## src/rtl/core_boot_loader_if.sv

```systemverilog
// Load-stream interface for core_boot_loader: valid/ready word stream.
// master = stream source, slave = loader.
interface core_boot_loader_if #(
  parameter int unsigned DATA_W = 32
);
  logic              in_valid;
  logic              in_ready;
  logic [DATA_W-1:0] in_data;

  modport master (output in_valid, output in_data, input in_ready);
  modport slave  (input in_valid, input in_data, output in_ready);
endinterface

```

## src/rtl/core_boot_loader.sv

```systemverilog
// Boot loader: decodes header/payload stream into ROM/SRAM/REG writes and releases the core on GO.
// Optional feature: BOOT_LOADER_CHECKSUM_EN adds a trailing XOR checksum word per non-GO block.
module core_boot_loader #(
  parameter int unsigned DATA_W  = 32,
  parameter int unsigned ROM_AW  = 8,
  parameter int unsigned SRAM_AW = 10,
  parameter int unsigned REG_AW  = 3
) (
  input  logic               clk,
  input  logic               rstn,
  core_boot_loader_if.slave  ld,
  output logic               rom_we,
  output logic [ROM_AW-1:0]  rom_addr,
  output logic [DATA_W-1:0]  rom_wdata,
  output logic               sram_we,
  output logic [SRAM_AW-1:0] sram_addr,
  output logic [DATA_W-1:0]  sram_wdata,
  output logic               reg_we,
  output logic [REG_AW-1:0]  reg_addr,
  output logic [DATA_W-1:0]  reg_wdata,
  output logic               core_rstn,
  output logic [ROM_AW-1:0]  pc_init,
  output logic               done,
  output logic               err
);

  typedef enum logic [1:0] {
    S_HDR,
    S_DATA,
`ifdef BOOT_LOADER_CHECKSUM_EN
    S_CSUM,
`endif
    S_RUN
  } state_t;

  localparam logic [1:0]  TGT_ROM  = 2'b00;
  localparam logic [1:0]  TGT_SRAM = 2'b01;
  localparam logic [1:0]  TGT_GO   = 2'b11;
  localparam logic [15:0] ROM_MASK  = 16'((32'd1 << ROM_AW) - 32'd1);
  localparam logic [15:0] SRAM_MASK = 16'((32'd1 << SRAM_AW) - 32'd1);
  localparam logic [15:0] REG_MASK  = 16'((32'd1 << REG_AW) - 32'd1);
  localparam logic [16:0] ROM_LIM   = 17'(32'd1 << ROM_AW);
  localparam logic [16:0] SRAM_LIM  = 17'(32'd1 << SRAM_AW);
  localparam logic [16:0] REG_LIM   = 17'(32'd1 << REG_AW);

  state_t      r_state, w_next;
  logic        r_ready;
  logic [1:0]  r_tgt;
  logic [13:0] r_left;
  logic [16:0] r_addr;
`ifdef BOOT_LOADER_CHECKSUM_EN
  logic [DATA_W-1:0] r_csum;
`endif

  logic        w_xfer;
  logic [1:0]  w_tgt;
  logic [13:0] w_cnt;
  logic [15:0] w_base;
  logic [16:0] w_base_t;
  logic        w_in_range;

  assign ld.in_ready = r_ready;
  assign w_xfer      = ld.in_valid & r_ready;
  assign w_tgt       = ld.in_data[31:30];
  assign w_cnt       = ld.in_data[29:16];
  assign w_base      = ld.in_data[15:0];

  // r_addr is 17 bits so base+i never wraps; out-of-range is a plain compare.
  always_comb begin
    w_base_t   = '0;
    w_in_range = 1'b0;
    case (w_tgt)
      TGT_ROM:  w_base_t = {1'b0, w_base & ROM_MASK};
      TGT_SRAM: w_base_t = {1'b0, w_base & SRAM_MASK};
      default:  w_base_t = {1'b0, w_base & REG_MASK};
    endcase
    case (r_tgt)
      TGT_ROM:  w_in_range = (r_addr < ROM_LIM);
      TGT_SRAM: w_in_range = (r_addr < SRAM_LIM);
      default:  w_in_range = (r_addr < REG_LIM);
    endcase
  end

  always_ff @(posedge clk) begin
    if (!rstn) r_state <= S_HDR;
    else       r_state <= w_next;
  end

  always_comb begin
    w_next = r_state;
    case (r_state)
      S_HDR: begin
        if (w_xfer) begin
          if (w_tgt == TGT_GO) begin
            if (!err) w_next = S_RUN;
          end else if (w_cnt != 14'd0) begin
            w_next = S_DATA;
          end
`ifdef BOOT_LOADER_CHECKSUM_EN
          else begin
            w_next = S_CSUM;
          end
`endif
        end
      end
      S_DATA: begin
        if (w_xfer && (r_left == 14'd1)) begin
`ifdef BOOT_LOADER_CHECKSUM_EN
          w_next = S_CSUM;
`else
          w_next = S_HDR;
`endif
        end
      end
`ifdef BOOT_LOADER_CHECKSUM_EN
      S_CSUM: if (w_xfer) w_next = S_HDR;
`endif
      S_RUN:   w_next = S_RUN;
      default: w_next = S_HDR;
    endcase
  end

  always_ff @(posedge clk) begin
    if (!rstn) begin
      r_ready    <= 1'b0;
      r_tgt      <= '0;
      r_left     <= '0;
      r_addr     <= '0;
`ifdef BOOT_LOADER_CHECKSUM_EN
      r_csum     <= '0;
`endif
      rom_we     <= 1'b0;
      rom_addr   <= '0;
      rom_wdata  <= '0;
      sram_we    <= 1'b0;
      sram_addr  <= '0;
      sram_wdata <= '0;
      reg_we     <= 1'b0;
      reg_addr   <= '0;
      reg_wdata  <= '0;
      core_rstn  <= 1'b0;
      pc_init    <= '0;
      done       <= 1'b0;
      err        <= 1'b0;
    end else begin
      rom_we  <= 1'b0;
      sram_we <= 1'b0;
      reg_we  <= 1'b0;
      r_ready <= (w_next != S_RUN);
      case (r_state)
        S_HDR: begin
          if (w_xfer) begin
            r_tgt  <= w_tgt;
            r_left <= w_cnt;
            r_addr <= w_base_t;
`ifdef BOOT_LOADER_CHECKSUM_EN
            r_csum <= ld.in_data;
`endif
            if ((w_tgt == TGT_GO) && !err) begin
              core_rstn <= 1'b1;
              done      <= 1'b1;
              pc_init   <= w_base[ROM_AW-1:0];
            end
          end
        end
        S_DATA: begin
          if (w_xfer) begin
            r_left <= r_left - 14'd1;
            r_addr <= r_addr + 17'd1;
`ifdef BOOT_LOADER_CHECKSUM_EN
            r_csum <= r_csum ^ ld.in_data;
`endif
            if (!w_in_range) begin
              err <= 1'b1;
            end else begin
              case (r_tgt)
                TGT_ROM: begin
                  rom_we    <= 1'b1;
                  rom_addr  <= r_addr[ROM_AW-1:0];
                  rom_wdata <= ld.in_data;
                end
                TGT_SRAM: begin
                  sram_we    <= 1'b1;
                  sram_addr  <= r_addr[SRAM_AW-1:0];
                  sram_wdata <= ld.in_data;
                end
                default: begin
                  reg_we    <= 1'b1;
                  reg_addr  <= r_addr[REG_AW-1:0];
                  reg_wdata <= ld.in_data;
                end
              endcase
            end
          end
        end
`ifdef BOOT_LOADER_CHECKSUM_EN
        S_CSUM: begin
          if (w_xfer && (ld.in_data != r_csum)) err <= 1'b1;
        end
`endif
        default: ;
      endcase
    end
  end

endmodule

```

## src/flat_wrapper.sv

```systemverilog
// flat-port wrapper written by rule: the top's interface ports become plain ports
module core_boot_loader_flat 
#(
  parameter int unsigned DATA_W  = 32,
  parameter int unsigned ROM_AW  = 8,
  parameter int unsigned SRAM_AW = 10,
  parameter int unsigned REG_AW  = 3
)
  (clk, rstn, rom_we, rom_addr, rom_wdata, sram_we, sram_addr, sram_wdata, reg_we, reg_addr, reg_wdata, core_rstn, pc_init, done, err, ld_in_valid, ld_in_data, ld_in_ready);
  core_boot_loader_if #(.DATA_W(DATA_W)) ld_i ();
  input  logic clk;
  input  logic rstn;
  output logic rom_we;
  output logic [ROM_AW-1:0] rom_addr;
  output logic [DATA_W-1:0] rom_wdata;
  output logic sram_we;
  output logic [SRAM_AW-1:0] sram_addr;
  output logic [DATA_W-1:0] sram_wdata;
  output logic reg_we;
  output logic [REG_AW-1:0] reg_addr;
  output logic [DATA_W-1:0] reg_wdata;
  output logic core_rstn;
  output logic [ROM_AW-1:0] pc_init;
  output logic done;
  output logic err;
  input wire logic [$bits(ld_i.in_valid)-1:0] ld_in_valid;
  input wire logic [$bits(ld_i.in_data)-1:0] ld_in_data;
  output wire logic [$bits(ld_i.in_ready)-1:0] ld_in_ready;
  assign ld_i.in_valid = ld_in_valid;
  assign ld_i.in_data = ld_in_data;
  assign ld_in_ready = ld_i.in_ready;
  core_boot_loader #(.DATA_W(DATA_W), .ROM_AW(ROM_AW), .SRAM_AW(SRAM_AW), .REG_AW(REG_AW)) u_core (.clk(clk), .rstn(rstn), .ld(ld_i), .rom_we(rom_we), .rom_addr(rom_addr), .rom_wdata(rom_wdata), .sram_we(sram_we), .sram_addr(sram_addr), .sram_wdata(sram_wdata), .reg_we(reg_we), .reg_addr(reg_addr), .reg_wdata(reg_wdata), .core_rstn(core_rstn), .pc_init(pc_init), .done(done), .err(err));
endmodule
```

## config.mk

```make
export PLATFORM = sky130hd
export DESIGN_NAME = core_boot_loader_flat
export DESIGN_NICKNAME = d
export VERILOG_FILES = /design/src/rtl/core_boot_loader_if.sv /design/src/rtl/core_boot_loader.sv /design/src/flat_wrapper.sv
export SDC_FILE = /design/constraint.sdc
export NUM_CORES = 1
export LEC_CHECK = 0
export ABC_AREA = 1
export ABC_CLOCK_PERIOD_IN_PS = 3370
export BUFFER_PORTS_ARGS = -buffer_cell sky130_fd_sc_hd__buf_2
export CAP_MARGIN = 20
export CORE_UTILIZATION = 40
export CTS_CLUSTER_SIZE = 25
export DETAILED_ROUTE_END_ITERATION = 7
export PLACE_DENSITY = 0.62
export SLEW_MARGIN = 0
export SYNTH_ARGS = -nofsm -noshare
export SYNTH_HDL_FRONTEND = slang
export SYNTH_SLANG_ARGS = --single-unit
```

## constraint.sdc

```tcl
create_clock -name clk -period 3.37 [get_ports clk]
set_input_delay 0.674 -clock clk [delete_from_list [all_inputs] [get_ports clk]]
set_output_delay 0.674 -clock clk [all_outputs]
set_load 0.03 [all_outputs]
```

# Yosys cells after proc, flatten, opt, wreduce, memory -nomap -nowiden
# Index checks and enable logic that the tools add are counted.
# classes
n_addsub	2
n_lt_le_gt_ge	3
eq_ne	9
muxes	17
bitwise	3
reduce_logical	17
# op_table
cell	count
$mux W17	2
$pmux W17 S2	1
$mux W14	2
$pmux W14 S2	1
$pmux W10 S2	1
$add A17 B1 Y17 const B	1
$lt A17 B11 Y1 const B	1
$lt A17 B4 Y1 const B	1
$lt A17 B9 Y1 const B	1
$reduce_and A4 Y1	4
$eq A14 B1 Y1 const B	1
$reduce_bool A14 Y1	1
$sub A14 B1 Y14 const B	1
$mux W2	5
$reduce_and A3 Y1	3
$eq A2 B1 Y1 const B	3
$logic_not A2 Y1	3
$pmux W2 S3	1
$eq A2 B2 Y1 const B	2
$ne A2 B1 Y1 const B	2
$mux W1	3
$logic_and A1 B1 Y1	2
$ne A2 B2 Y1 const B	1
$not A1 Y1	2
6 further kinds	6
# totals
ff_bits	166
word_cells	68

# Longest topological paths before layout
# Gate-level depths: netlist of the first run.
# depth
ltp_word	6
ltp_mapped	11
mapped_depth_nobuf	11

# Worst setup path after synthesis of the first run
# No wires, ideal clock.
# synth_timing
path_kind	input port to flip-flop
startpoint	input ld_in_valid
endpoint	register u_core.rom_wdata[15]
setup_time_ns	0.113
arrival_time_ns	1.690
t_required_ns	3.257
path_slack_ns	1.568
stages	8
path_buffers	1
cell_sequence	nand2_1 nor2_4 nand2_4 nor2_1 clkbuf_1 nand4_1 nand2_1 nor2_2
# synth_between
elab_chain_len	2
# synth_rtl
item	line	text
start: declaration	flat_wrapper.sv:26	input wire logic [$bits(ld_i.in_valid)-1:0] ld_in_valid;
$and A1 B1 Y1	core_boot_loader.sv:63	assign w_xfer = ld.in_valid & r_ready;
$reduce_and A4 Y1 (no line)	-	
end signal: assignment	core_boot_loader.sv:180	rom_wdata <= ld.in_data;
end: declaration	core_boot_loader.sv:14	output logic [DATA_W-1:0] rom_wdata,
# Every way passes these cells.
# A chain may end at the register's enable or synchronous reset.

# Worst setup path in the final report of the first run
# layout_timing
startpoint	register u_core.r_tgt[1]
endpoint	register u_core.reg_wdata[9]
# layout_between
elab_chain_len	4
# layout_rtl
item	line	text
start: declaration	core_boot_loader.sv:48	logic [1:0] r_tgt;
start signal: assignment	core_boot_loader.sv:153	r_tgt <= w_tgt;
$eq A2 B1 Y1 or $logic_not A2 Y1 (tied branches)	core_boot_loader.sv:77, core_boot_loader.sv:176	
$reduce_or A2 Y1 (no line)	-	
$not A1 Y1 (no line)	-	
$reduce_and A4 Y1 (no line) *	-	
end signal: assignment	core_boot_loader.sv:190	reg_wdata <= ld.in_data;
end: declaration	core_boot_loader.sv:20	output logic [DATA_W-1:0] reg_wdata,
# Mark *: on every way between the ends. The rest lies on a longest branch, timed or not.

==> summary.md, run 1 <==
| Metric | Value |
|---|---|
| Via density | `5.20` |
| Worst Hold Path EP | `u_core.sram_wdata[9]` |
| Seq/Total Area, Yosys | `43.8%` |
| Smallest setup slack after layout | `1.19 ns` |
| Insertion delay to the later sink of the worst-skew pair | `0.43 ns` |
| First-pass GRT wire length | `37,200 µm` |
| RSZ-0062 raised after global routing | `no` |
| # port buffers | `166` |
| Hold Path Depth | `2` |
| Worst EP arrival | `2.50 ns` |
| Vias in the first global route | `6,828` |
| Peak Freq | `0.459 GHz` |
| Max cap viols | `0` |
| Least-Margin Pin Slew | `0.778 ns` |
| CTS-repair resized insts | `0` |
| FF+latch count, synth | `166` |
| Skew final | `0.00881 ns` |
| Crit Path Category | `flop to flop` |
| Die Y-Extent | `140 µm` |
| Syn nets | `1,128` |
| Non-Filler Instances | `1,461` |
| FF-to-FF Start | `u_core.r_tgt[1]` |
| Rows | `50` |
| Setup Slack @ Placement | `0.843 ns` |
| Pin count of the biggest net entering global routing | `80` |
| Cells after Synth | `1,090` |
| Core Region | `18,600 µm²` |
| Hold path start | `u_core.sram_wdata[9]` |
| Post-CTS setup buffers | `0` |
| Routed WL | `23,400 µm` |
| Fin crit share | `64.7%` |
| Final setup violation count | `0` |
| CTS Sinks | `166` |
| Antenna violations before repair | `0` |
| Endpoints failing hold | `0` |
| Lkg Pwr | `0.00429 µW` |
| Crit. End Element | `flop` |
| Io pins | `167` |
| DR WL/cell | `16.0 µm` |
| Synth Cell Area | `7590 µm²` |
| Worst-path maximum fanout | `79` |
| CTS Buf Count | `17` |
| Reg2Reg Depth | `7` |
| Routability cong. | `0.896` |
| CTS tree | `done` |
| Syn avg cell area | `6.97 µm²` |
| Post-DRT Antenna Nets | `0` |
| DRT iter0 DRCs | `870` |
| Via count | `7,592` |
| First-pass iteration count of the detailed router | `7` |
| Root Driver | `clkbuf_16` |
| Area growth syn-to-layout | `19.5%` |
| # hold bufs at CTS | `0` |
| Max-slew violations | `0` |
| Reg-to-reg slack, setup | `1.19 ns` |
| VDD IR-drop max | `380 µV` |
| Cell Pwr Density | `520 nW/µm²` |
| CP Launch Type | `flop` |
| Fillcell total | `1,895` |
| Fin crit period | `2.18 ns` |
| Full die area | `19,500 µm²` |
| Tot GR Track Use | `24.3%` |
| Setup TNS | `0 ns` |
| Status | `completed` |
| Clk buf depth | `2` |
| Grt total ovfl | `0` |
| Worst hold-check path type | `flop to flop` |
| Die Wd | `140 µm` |
| Final net count | `1,252` |
| H-tree depth | `4` |
| Critical path required time | `3.69 ns` |
| RR Endpoint | `u_core.reg_wdata[9]` |
| # DRC | `0` |
| Inst Count DP | `1,429` |
| # diodes | `0` |
| Initial Util | `40.7%` |
| Share of layout cells above drive strength 1 | `19.2%` |
| Synthesis Warnings | `0` |
| Dpl hpwl | `15,600 µm` |
| Unique cell type count in the Yosys netlist | `35` |
| Clock transition at path regs | `0.07 ns` |
| Max-Slew Margin vs Limit | `48.1%` |
how the worst max path moves through the flow:
stage	from	slack [ns]	to	cells after the start
global placement	ld_in_valid	0.90	u_core.sram_addr[4]	9
finish	u_core.r_tgt[1]	1.19	u_core.reg_wdata[9]	7
detailed placement	ld_in_valid	0.84	u_core.pc_init[3]	10
global route	u_core.r_tgt[0]	0.99	u_core.reg_wdata[10]	8
floorplan	ld_in_valid	1.57	u_core.rom_wdata[15]	8
CTS	u_core.r_tgt[0]	1.22	u_core.reg_wdata[9]	8
synth_stat cells (all sizes together):
master  instances  area share [%]
nand2         204              10
dfxtp         166              44
buf            47             4.0
nand4         124              10
a31oi          13             1.1
ha              3            0.49
o221a           1            0.15
and2            2            0.16
a211oi          2            0.20
inv            86             4.3
xor2            1            0.12
nand3b          1           0.099
o211ai          2            0.20
a21oi          33             2.2
clkbuf         27             1.3
o21ai          36             2.4
clkinv          2           0.099
o221ai          2            0.23
nor3           10            0.72
nand3          22             1.5
nor2          304              16
o22ai           1           0.082
o31ai           1           0.099
metrics by stage:
step,instance area [µm²],power (µW),hold slack (ns),utilization (%)
2_1_floorplan,7590,2490,0.445,-
3_3_place_gp,8440,2640,0.445,45.3
3_5_place_dp,8440,2640,0.451,45.3
4_1_cts,9070,4740,0.467,48.7
5_1_grt,9070,4900,0.484,48.7
6_report,9070,4720,0.462,48.7
layout by cell type, fill, tap and decap left out, drive strengths merged, types with 3 or more instances in the layout:
cell / instances
a21oi: 33
a31oi: 13
buf: 179
bufinv: 4
clkbuf: 21
clkinv: 5
dfxtp: 166
ha: 3
inv: 88
nand2: 204
nand3: 22
nand4: 124
nor2: 304
nor3: 10
o21ai: 36
critical path, stage by stage, from the launching register on:
cell and delay, ns:
dfxtp_1 0.36, nor2_1 0.18, a21oi_1 0.13, nor3_4 0.36, buf_4 0.68, nand4_1 0.16, nand2_1 0.13, nor2_1 0.06
power breakdown:
part	total (µW)	internal, µW	switching [µW]
Sequential	2050	2010	39.7
Clock	2110	1280	824
Combinational	560	147	413
Total	4720	3440	1280
cell type report:
class	count	area [µm²]	area share [%]
Tap cell	234	293	3.23
Clock inverter	11	171	1.89
Clock buffer	21	460	5.08
Inverter	88	330	3.64
Sequential cell	166	3320	36.6
Timing Repair Buffer	179	931	10.3
Multi-Input combinational cell	762	3560	39.3
logic make-up after synthesis:
group | count (synthesis) | synth area share, %
AOI/OAI and AO/OA | 91 | 6.57
xor gates and xnor gates | 1 | 0.115
adders and majority gates | 3 | 0.494
buffers and inverters | 162 | 9.72
DFF | 166 | 43.8
and+or+nand+nor | 667 | 39.3
per-layer routing:
layer | vias up | track usage (%) | wire length [µm]
met5 | - | 0 | 0
met2 | 310 | 36.3 | 10200
met1 | 3438 | 33.3 | 10800
met4 | 0 | 10.5 | 659
li1 | 3800 | - | -
met3 | 44 | 5.64 | 1770
sequential cells by signal, summed over array words and instances, names as in the netlist:
| signal | flops |
|---|---|
| u_core.reg_wdata | 32 |
| u_core.sram_we | 1 |
| u_core.done | 1 |
| u_core.rom_addr | 8 |
| u_core.sram_addr | 10 |
| u_core.ld.in_ready | 1 |
| u_core.r_state | 2 |
| u_core.r_addr | 17 |
| u_core.pc_init | 8 |
| u_core.err | 1 |
| u_core.r_tgt | 2 |
| u_core.rom_we | 1 |
| u_core.rom_wdata | 32 |
| u_core.reg_addr | 3 |
| u_core.r_left | 14 |
| u_core.sram_wdata | 32 |
| u_core.reg_we | 1 |
Note: power is estimated with default switching activity, not from simulation.
==> inputs of run 2 (changes only) <==
Settings changed: ABC_CLOCK_PERIOD_IN_PS 3370 to 2100.
Clock period 3.37 ns to 2.1 ns, I/O delays scaled along.
==> summary.md, run 2 (synthesis gave the netlist of run 1 again) <==
| Metric | Value |
|---|---|
| Non-Filler Instances | `1,480 (was 1,461)` |
| Full die area | `19,500 µm² (unchanged)` |
| Hold path start | `ld_in_data[1] (was u_core.sram_wdata[9])` |
| Cell Pwr Density | `790 nW/µm² (was 520 nW/µm²)` |
| Skew final | `0.00955 ns (was 0.00881 ns)` |
| Commonest non-fill, non-tap cells in the layout | `nor2_1, nand2_1, dfxtp_1 (unchanged)` |
| Routed WL | `23,200 µm (was 23,400 µm)` |
| Dpl hpwl | `15,700 µm (was 15,600 µm)` |
| H-tree depth | `4 (unchanged)` |
| Max-Slew Margin vs Limit | `68.2% (was 48.1%)` |
| Hold Path Depth | `3 (was 2)` |
| Initial Util | `40.7% (unchanged)` |
| Tot GR Track Use | `23.8% (was 24.3%)` |
| CTS-repair resized insts | `0 (unchanged)` |
| Pin count of the biggest net entering global routing | `113 (was 80)` |
| CP startpoint | `u_core.r_tgt[1] (unchanged)` |
| Least-Margin Pin Slew | `0.474 ns (was 0.778 ns)` |
| Fin crit period | `1.89 ns (was 2.18 ns)` |
| Lkg Pwr | `0.00439 µW (was 0.00429 µW)` |
| First-pass GRT wire length | `36,500 µm (was 37,200 µm)` |
| RR Endpoint | `u_core.reg_wdata[29] (was u_core.reg_wdata[9])` |
| Final net count | `1,271 (was 1,252)` |
| Final setup violation count | `0 (unchanged)` |
| # hold bufs at CTS | `0 (unchanged)` |
| Via density | `5.17 (was 5.20)` |
| Worst hold slack | `0.266 ns (was 0.462 ns)` |
| Endpoints failing hold | `0 (unchanged)` |
| First-pass iteration count of the detailed router | `5 (was 7)` |
| CP Launch Type | `flop (unchanged)` |
| RSZ-0062 raised after global routing | `no (unchanged)` |
| Top flop regs | `u_core.reg_wdata (32), u_core.rom_wdata (32), u_core.sram_wdata (32) (unchanged)` |
| Reg2Reg Depth | `7 (unchanged)` |
| Antenna violations before repair | `0 (unchanged)` |
| Worst EP arrival | `2.22 ns (was 2.50 ns)` |
| Peak Freq | `0.530 GHz (was 0.459 GHz)` |
| Die Wd | `140 µm (unchanged)` |
| Rows | `50 (unchanged)` |
| VDD IR-drop max | `598 µV (was 380 µV)` |
| Grt total ovfl | `0 (unchanged)` |
| Status | `completed (unchanged)` |
| # diodes | `0 (unchanged)` |
| Crit path capture | `u_core.reg_wdata[29] (was u_core.reg_wdata[9])` |
| # port buffers | `166 (unchanged)` |
| Worst hold-check path type | `input pin to flop (was flop to flop)` |
| Reg-to-reg slack, setup | `0.21 ns (was 1.19 ns)` |
| FF-to-FF Start | `u_core.r_tgt[1] (unchanged)` |
| Via count | `7,654 (was 7,592)` |
| Root Driver | `clkbuf_16 (unchanged)` |
| Max cap viols | `0 (unchanged)` |
| Core Region | `18,600 µm² (unchanged)` |
| Share of layout cells above drive strength 1 | `20.5% (was 19.2%)` |
| Routability cong. | `0.870 (was 0.896)` |
| CTS tree | `done (unchanged)` |
| DRT iter0 DRCs | `680 (was 870)` |
| # DRC | `0 (unchanged)` |
| Die Y-Extent | `140 µm (unchanged)` |
| Vias in the first global route | `6,718 (was 6,828)` |
| Post-DRT Antenna Nets | `0 (unchanged)` |
| Worst-path maximum fanout | `112 (was 79)` |
| CTS Buf Count | `17 (unchanged)` |
| Max-slew violations | `0 (unchanged)` |
| Area growth syn-to-layout | `22.0% (was 19.5%)` |
| Post-CTS setup buffers | `0 (unchanged)` |
| Crit Path Category | `flop to flop (unchanged)` |
| DR WL/cell | `15.7 µm (was 16.0 µm)` |
| Most common cell after layout, fill and taps aside | `nor2_1 (unchanged)` |
| Critical path required time | `2.43 ns (was 3.69 ns)` |
| Insertion delay to the later sink of the worst-skew pair | `0.44 ns (was 0.43 ns)` |
| Inst Count DP | `1,448 (was 1,429)` |
| CTS Sinks | `166 (unchanged)` |
| Clock transition at path regs | `0.07 ns (about the same)` |
| Setup TNS | `0 ns (unchanged)` |
| Clk buf depth | `2 (unchanged)` |
| Fin crit share | `89.9% (was 64.7%)` |
| Io pins | `167 (unchanged)` |
| Crit. End Element | `flop (unchanged)` |
==> run 2: changes by cell type in the layout (fill, tap and decap cells not counted), sizes merged <==
| cell | before | now |
|---|---|---|
| buf | 179 | 198 |
| bufinv | 4 | 1 |
| clkinvlp | 2 | 4 |
| clkbuf | 21 | 22 |
| clkinv | 5 | 6 |
| inv | 88 | 87 |
==> run 2: final cells by class <==
cell class / count / area [µm²]
Clock inverter: 10 / 96.3
Tap cell: 234 / 293
Fill cell: 1878 / 9380
Clock buffer: 22 / 484
Multi-Input combinational cell: 762 / 3560
Timing Repair Buffer: 198 / 1170
Sequential cell: 166 / 3320
Inverter: 88 / 330
==> run 2: worst max-delay path: stages, from the launching register on <==
cell and delay, ns:
dfxtp_1 0.36, nor2_1 0.17, a21oi_1 0.11, nor3_4 0.34, buf_12 0.38, nand4_1 0.15, nand2_1 0.11, nor2_1 0.05
==> run 2: through the flow <==
step           setup slack (ns)  area (µm²)  total power (µW)  util [%]
2_1_floorplan             0.414        7590              3990         -
6_report                  0.212        9260              7320      49.7
5_1_grt                  0.0623        9260              7610      49.7
4_1_cts                   0.233        9260              7340      49.7
3_5_place_dp              0.248        8680              4280      46.6
3_3_place_gp              0.225        8680              4280      46.6
==> run 2: worst min-delay path by stage <==
stage	slack, ns	to
floorplan	0.44	u_core.r_tgt[0]
global placement	0.45	u_core.rom_wdata[16]
detailed placement	0.45	u_core.rom_wdata[29]
CTS	0.26	u_core.pc_init[1]
global route	0.31	u_core.pc_init[0]
finish	0.27	u_core.pc_init[1]
==> run 2: report_power, final <==
group | leakage (µW) | total [µW] | internal, µW | switching, µW
sequential | 0.00134 | 3290 | 3220 | 62.5
combinational | 0.00277 | 930 | 271 | 659
clock | 0.000275 | 3100 | 1760 | 1340
total | 0.00439 | 7320 | 5260 | 2060
==> run 2: routing by layer <==
metal / global-route usage (%) / routed length, µm
met5: 0 / 0
met4: 8.68 / 610
met3: 4.34 / 1640
met2: 35.9 / 10100
met1: 33.6 / 10900
